File: src/rtl/uart_tx_fifo.sv
// uart_tx_fifo: byte FIFO in front of the UART transmitter (Send).
// Send has no ready handshake, so bytes are issued as one-cycle strobes
// spaced at least FRAME_CYCLES apart. A single down-counter times the gap,
// and the next byte issues on the cycle the counter reaches zero.
//
//   state  | meaning
//   IDLE   | nothing in flight; issue as soon as the FIFO holds a byte
//   GAP    | a byte was issued; wait for gap_cnt to reach 0 before the next one
module uart_tx_fifo #(
  parameter int DEPTH        = 16,
  parameter int AW           = 4,
  parameter int FRAME_CYCLES = 104170,
  parameter int GW           = 17
) (
  input  logic          clk,
  input  logic          rst,
  input  logic          wr_en,
  input  logic [7:0]    wr_data,
  output logic          full,
  output logic          empty,
  output logic [AW:0]   count,
  output logic          overflow,
  output logic          busy,
  output logic          dout_vld,
  output logic [7:0]    dout_data
);

  typedef enum logic {S_IDLE, S_GAP} state_t;

  localparam logic [GW-1:0] GAP_RELOAD = GW'(FRAME_CYCLES - 1);
  localparam logic [AW:0]   CNT_FULL   = (AW+1)'(DEPTH);

  logic [7:0]    mem_q [DEPTH];
  logic [AW-1:0] wr_ptr_q, rd_ptr_q;
  logic [AW:0]   count_q, count_d;
  logic          overflow_q;
  logic          dout_vld_q;
  logic [7:0]    dout_data_q;
  logic [GW-1:0] gap_q, gap_d;
  state_t        state_q, state_d;
  logic          push, issue;

  assign full      = (count_q == CNT_FULL);
  assign empty     = (count_q == '0);
  assign count     = count_q;
  assign overflow  = overflow_q;
  assign busy      = (state_q != S_IDLE);
  assign dout_vld  = dout_vld_q;
  assign dout_data = dout_data_q;

  // A push while full is dropped, even when a pop happens on the same edge.
  assign push    = wr_en && !full;
  assign count_d = count_q + (AW+1)'(push) - (AW+1)'(issue);

  // Next-state, issue decision and gap timer update.
  always_comb begin
    state_d = state_q;
    gap_d   = gap_q;
    issue   = 1'b0;
    case (state_q)
      S_IDLE: begin
        if (!empty) begin
          issue   = 1'b1;
          state_d = S_GAP;
        end
      end
      S_GAP: begin
        if (gap_q != '0) begin
          gap_d = gap_q - 1'b1;
        end else if (!empty) begin
          issue = 1'b1;
        end else begin
          state_d = S_IDLE;
        end
      end
      default: state_d = S_IDLE;
    endcase
    if (issue) gap_d = GAP_RELOAD;
  end

  // FSM state and gap counter registers.
  always_ff @(posedge clk) begin
    if (rst) begin
      state_q <= S_IDLE;
      gap_q   <= '0;
    end else begin
      state_q <= state_d;
      gap_q   <= gap_d;
    end
  end

  // Storage array; contents are don't-care after reset since pointers restart.
  always_ff @(posedge clk) begin
    if (push) mem_q[wr_ptr_q] <= wr_data;
  end

  // Pointers, occupancy and sticky overflow flag.
  always_ff @(posedge clk) begin
    if (rst) begin
      wr_ptr_q   <= '0;
      rd_ptr_q   <= '0;
      count_q    <= '0;
      overflow_q <= 1'b0;
    end else begin
      if (push)  wr_ptr_q <= wr_ptr_q + 1'b1;
      if (issue) rd_ptr_q <= rd_ptr_q + 1'b1;
      count_q <= count_d;
      if (wr_en && full) overflow_q <= 1'b1;
    end
  end

  // Registered output strobe and byte; the byte holds until the next issue.
  always_ff @(posedge clk) begin
    if (rst) begin
      dout_vld_q  <= 1'b0;
      dout_data_q <= 8'h00;
    end else begin
      dout_vld_q <= issue;
      if (issue) dout_data_q <= mem_q[rd_ptr_q];
    end
  end

endmodule

File: config.mk
export PLATFORM = sky130hd
export DESIGN_NAME = uart_tx_fifo
export DESIGN_NICKNAME = d
export VERILOG_FILES = /design/src/rtl/uart_tx_fifo.sv
export SDC_FILE = /design/constraint.sdc
export NUM_CORES = 1
export LEC_CHECK = 0
export CAP_MARGIN = 10
export CELL_PAD_IN_SITES_DETAIL_PLACEMENT = 1
export CELL_PAD_IN_SITES_GLOBAL_PLACEMENT = 2
export CORE_UTILIZATION = 40
export CTS_BUF_LIST = sky130_fd_sc_hd__clkbuf_16
export DETAILED_ROUTE_END_ITERATION = 7
export DONT_BUFFER_PORTS = 1
export PLACE_DENSITY = 0.72
export SYNTH_ARGS = -nofsm -noshare
export SYNTH_HDL_FRONTEND = slang
export SYNTH_SLANG_ARGS = --single-unit
File: constraint.sdc
create_clock -name clk -period 3.5 [get_ports clk]
set_clock_uncertainty 0.1 [all_clocks]
set_input_delay 0.7 -clock clk [delete_from_list [all_inputs] [get_ports clk]]
set_output_delay 0.7 -clock clk [all_outputs]
set_load 0.01 [all_outputs]
==> out/results.ini <==
[grt]
grt_overflow = 0
grt_pass1_vias = 4036
grt_pass1_wl_mm = 23.5
grt_max_degree = 43
antenna_found_initial = 0
grt_use_total = 0.181

[worst_setup_path]
critPathKind = reg -> reg
end_kind = flip-flop
crit_fanout = 5
worst-path-buf-inv = 3
worstPathArrival_ns = 3.57
worstPathRequired_ns = 3.76
critPathLaunchType = flip-flop
cp_top_family = simple AND/OR/NAND/NOR gates
slowest_delay_ns = 0.54
cp_slowest_cell = or4_4
cp_common_cell = ha_2
worstPathCellList = inv_2 > ha_2 > or2b_1 > or4_4 > o31ai_4 > nand2_1 > clkinv_1 > ha_1 > inv_1 > ha_2 > fa_2 > a21oi_2 > nor2_1 > or3_1 > a21oi_1

[logic_synthesis]
synth-edff-count = 128
avgSynthCellArea_um2 = 15.4
synthFlopType = edfxtp_1
synth-seq-cells = 169
ys_seq_area_frac = 0.668
synth-compound-area-share = 0.0684
synthMuxAreaShare = 0.108
synth_cell_types = 54
yosys.area_share.simple = 0.0862
synth_fp_nets = 478
synth_fa_ha_area_frac = 0.0262
synth-xor-area-share = 0.0100
synth_top_family_by_area = multiplexers
syn_inst = 453
netlist_area_um2 = 6980
synth-async-reset-ratio = 0
yosys_warnings = 0

[sta]
worst_pin_slew_ns = 0.762
whs_ns = 0.234
final_max_slew_viol_count = 0
hold_viol = 0
fmax_mhz = 301
slew-limit-headroom = 0.492
timing.final.crit_share = 0.948
finalCriticalPeriod_ns = 3.32
finalSetupViolations = 0

[clock_network]
cts_tree = built
clock-sinks = 169
clk_pin_slew_ns = 0.06
clk_path_buf_depth = 2
clockRootBuffer = clkbuf_16
postCtsHoldBufs = 0
numCtsBuffers = 17
clk_latency_ns = 0.43
htree_levels = 4

[min_path]
hold_path_class = in -> reg

[layout]
layout_common_cells = edfxtp_1 (128), dfxtp_1 (38), mux4_2 (32)
drive_above_1_share = 0.225
nets = 501
mostFrequentLayoutCell = edfxtp_1
antenna_cells = 0
syn2layout_area_growth_pct = 13.8

[floorplanning]
die_w_um = 134
core_area_um2 = 16800
start_util = 0.415
die_area_um2 = 18000
boundaryPins = 29
die_h_um = 134
num_rows = 47

[detailed_routing]
met2_length_mm = 7.62
drt-met1-wl_mm = 6.74
drt_iter0_markers = 182
drtAntennaViolNets = 0
drc = 0
drt-total-wl_mm = 15.3
dr_total_vias = 3902
wl_per_cell_um = 21.6
drt_pass1_iterations = 4
highest_layer = met4
wl_met3_um = 753
vias_per_cell = 5.50

[placed_design]
gp_congestion = 0.742
hpwl_mm = 10.1
port_buffers = 0

[pwr]
leakage_nw = 2.62
powerDensity_nw_per_um2 = 744
ir_drop_mv = 0.406
p_total_mw = 5.92

[outcome]
status = complete, no violations

[job]
cap_violations = 0

[state kept, by name (all words and copies together) (netlist names)]
name       cells
rd_ptr_q       4
gap_q         17
dout_data      8
mem_q        128
count          5
busy           1
overflow       1
wr_ptr_q       4
dout_vld       1
[layer usage]
layer	global-route usage	vias up
met3	0.0435	15
met1	0.235	1997
li1	-	1813
met5	0	-
met2	0.295	77
met4	0.0712	0
[what timing repair did]
action | 4_1_cts | 5_1_grt
setup endpoints to repair | 1 | 1
buffers inserted | 0 | 3
resized for setup | 1 | 7
pin swaps | 1 | 6
[cell type report]
class	count	area, um^2
flip-flops and latches	169	4670
multi-input cells	241	2100
clock buffers	17	425
fillers	1661	8870
well taps	220	275
clock inverters	15	175
repair buffers	32	253
inverters	15	56.3
[where the power goes]
part,total [mW],internal (mW),switching (mW)
Sequential,2.56,2.34,0.216
Combinational,1.46,0.692,0.764
Clock,1.90,1.12,0.780
[Yosys cell counts, drive strengths merged, types with 2 or more instances]
| cell | number | share of area |
|---|---|---|
| or2b | 2 | 0.0023 |
| inv | 14 | 0.0075 |
| or3 | 8 | 0.0073 |
| o21ai | 12 | 0.0086 |
| a22oi | 16 | 0.017 |
| nand2 | 14 | 0.0075 |
| a311oi | 3 | 0.0038 |
| and3 | 3 | 0.0027 |
| nor4 | 7 | 0.0063 |
| nor2b | 6 | 0.0054 |
| o21a | 2 | 0.0021 |
| mux4 | 32 | 0.10 |
| nand3 | 12 | 0.0086 |
| clkbuf | 16 | 0.013 |
| a211oi | 4 | 0.0043 |
| a31oi | 3 | 0.0027 |
| buf | 11 | 0.011 |
| dfxtp | 41 | 0.12 |
| xnor2 | 5 | 0.0063 |
| nor2 | 31 | 0.017 |
| xor2 | 3 | 0.0038 |
| nor3 | 17 | 0.012 |
| o31a | 2 | 0.0025 |
| mux2i | 2 | 0.0029 |
| ha | 13 | 0.023 |
| nand2b | 3 | 0.0027 |
| o31ai | 4 | 0.0063 |
| a221oi | 3 | 0.0038 |
| a21oi | 16 | 0.011 |
| edfxtp | 128 | 0.55 |
| nand3b | 2 | 0.0021 |
| or4 | 4 | 0.0054 |
[cell families (layout without fill, tap and decap cells)]
logic type      Yosys count  count (layout)
flops                   169             169
simple gates            115             115
compound gates           69              69
buf+inv                  43              79
mux                      35              35
fa+ha+maj                14              14
xor+xnor                  8               8
[path summary, 6_finish.rpt]
check | from | to | slack [ns] | cells after the start
min reg2reg | gap_q[16] | gap_q[16] | 0.37 | 1
max | gap_q[0] | count[4] | 0.18 | 15
min | rst | gap_q[1] | 0.23 | 1
max reg2reg | gap_q[0] | count[4] | 0.18 | 15
[through the flow]
step	setup TNS, ns	setup WS [ns]	cell area (um^2)	std cells	util
2_1_floorplan	0	0.0396	6980	453	-
3_3_place_gp	0	0.131	7310	674	0.435
3_5_place_dp	0	0.0225	7310	674	0.435
4_1_cts	0	0.00323	7920	706	0.471
5_1_grt	-0.0189	-0.0189	7950	709	0.473
6_report	0	0.183	7950	709	0.473
(Power assumes the default switching activity.)
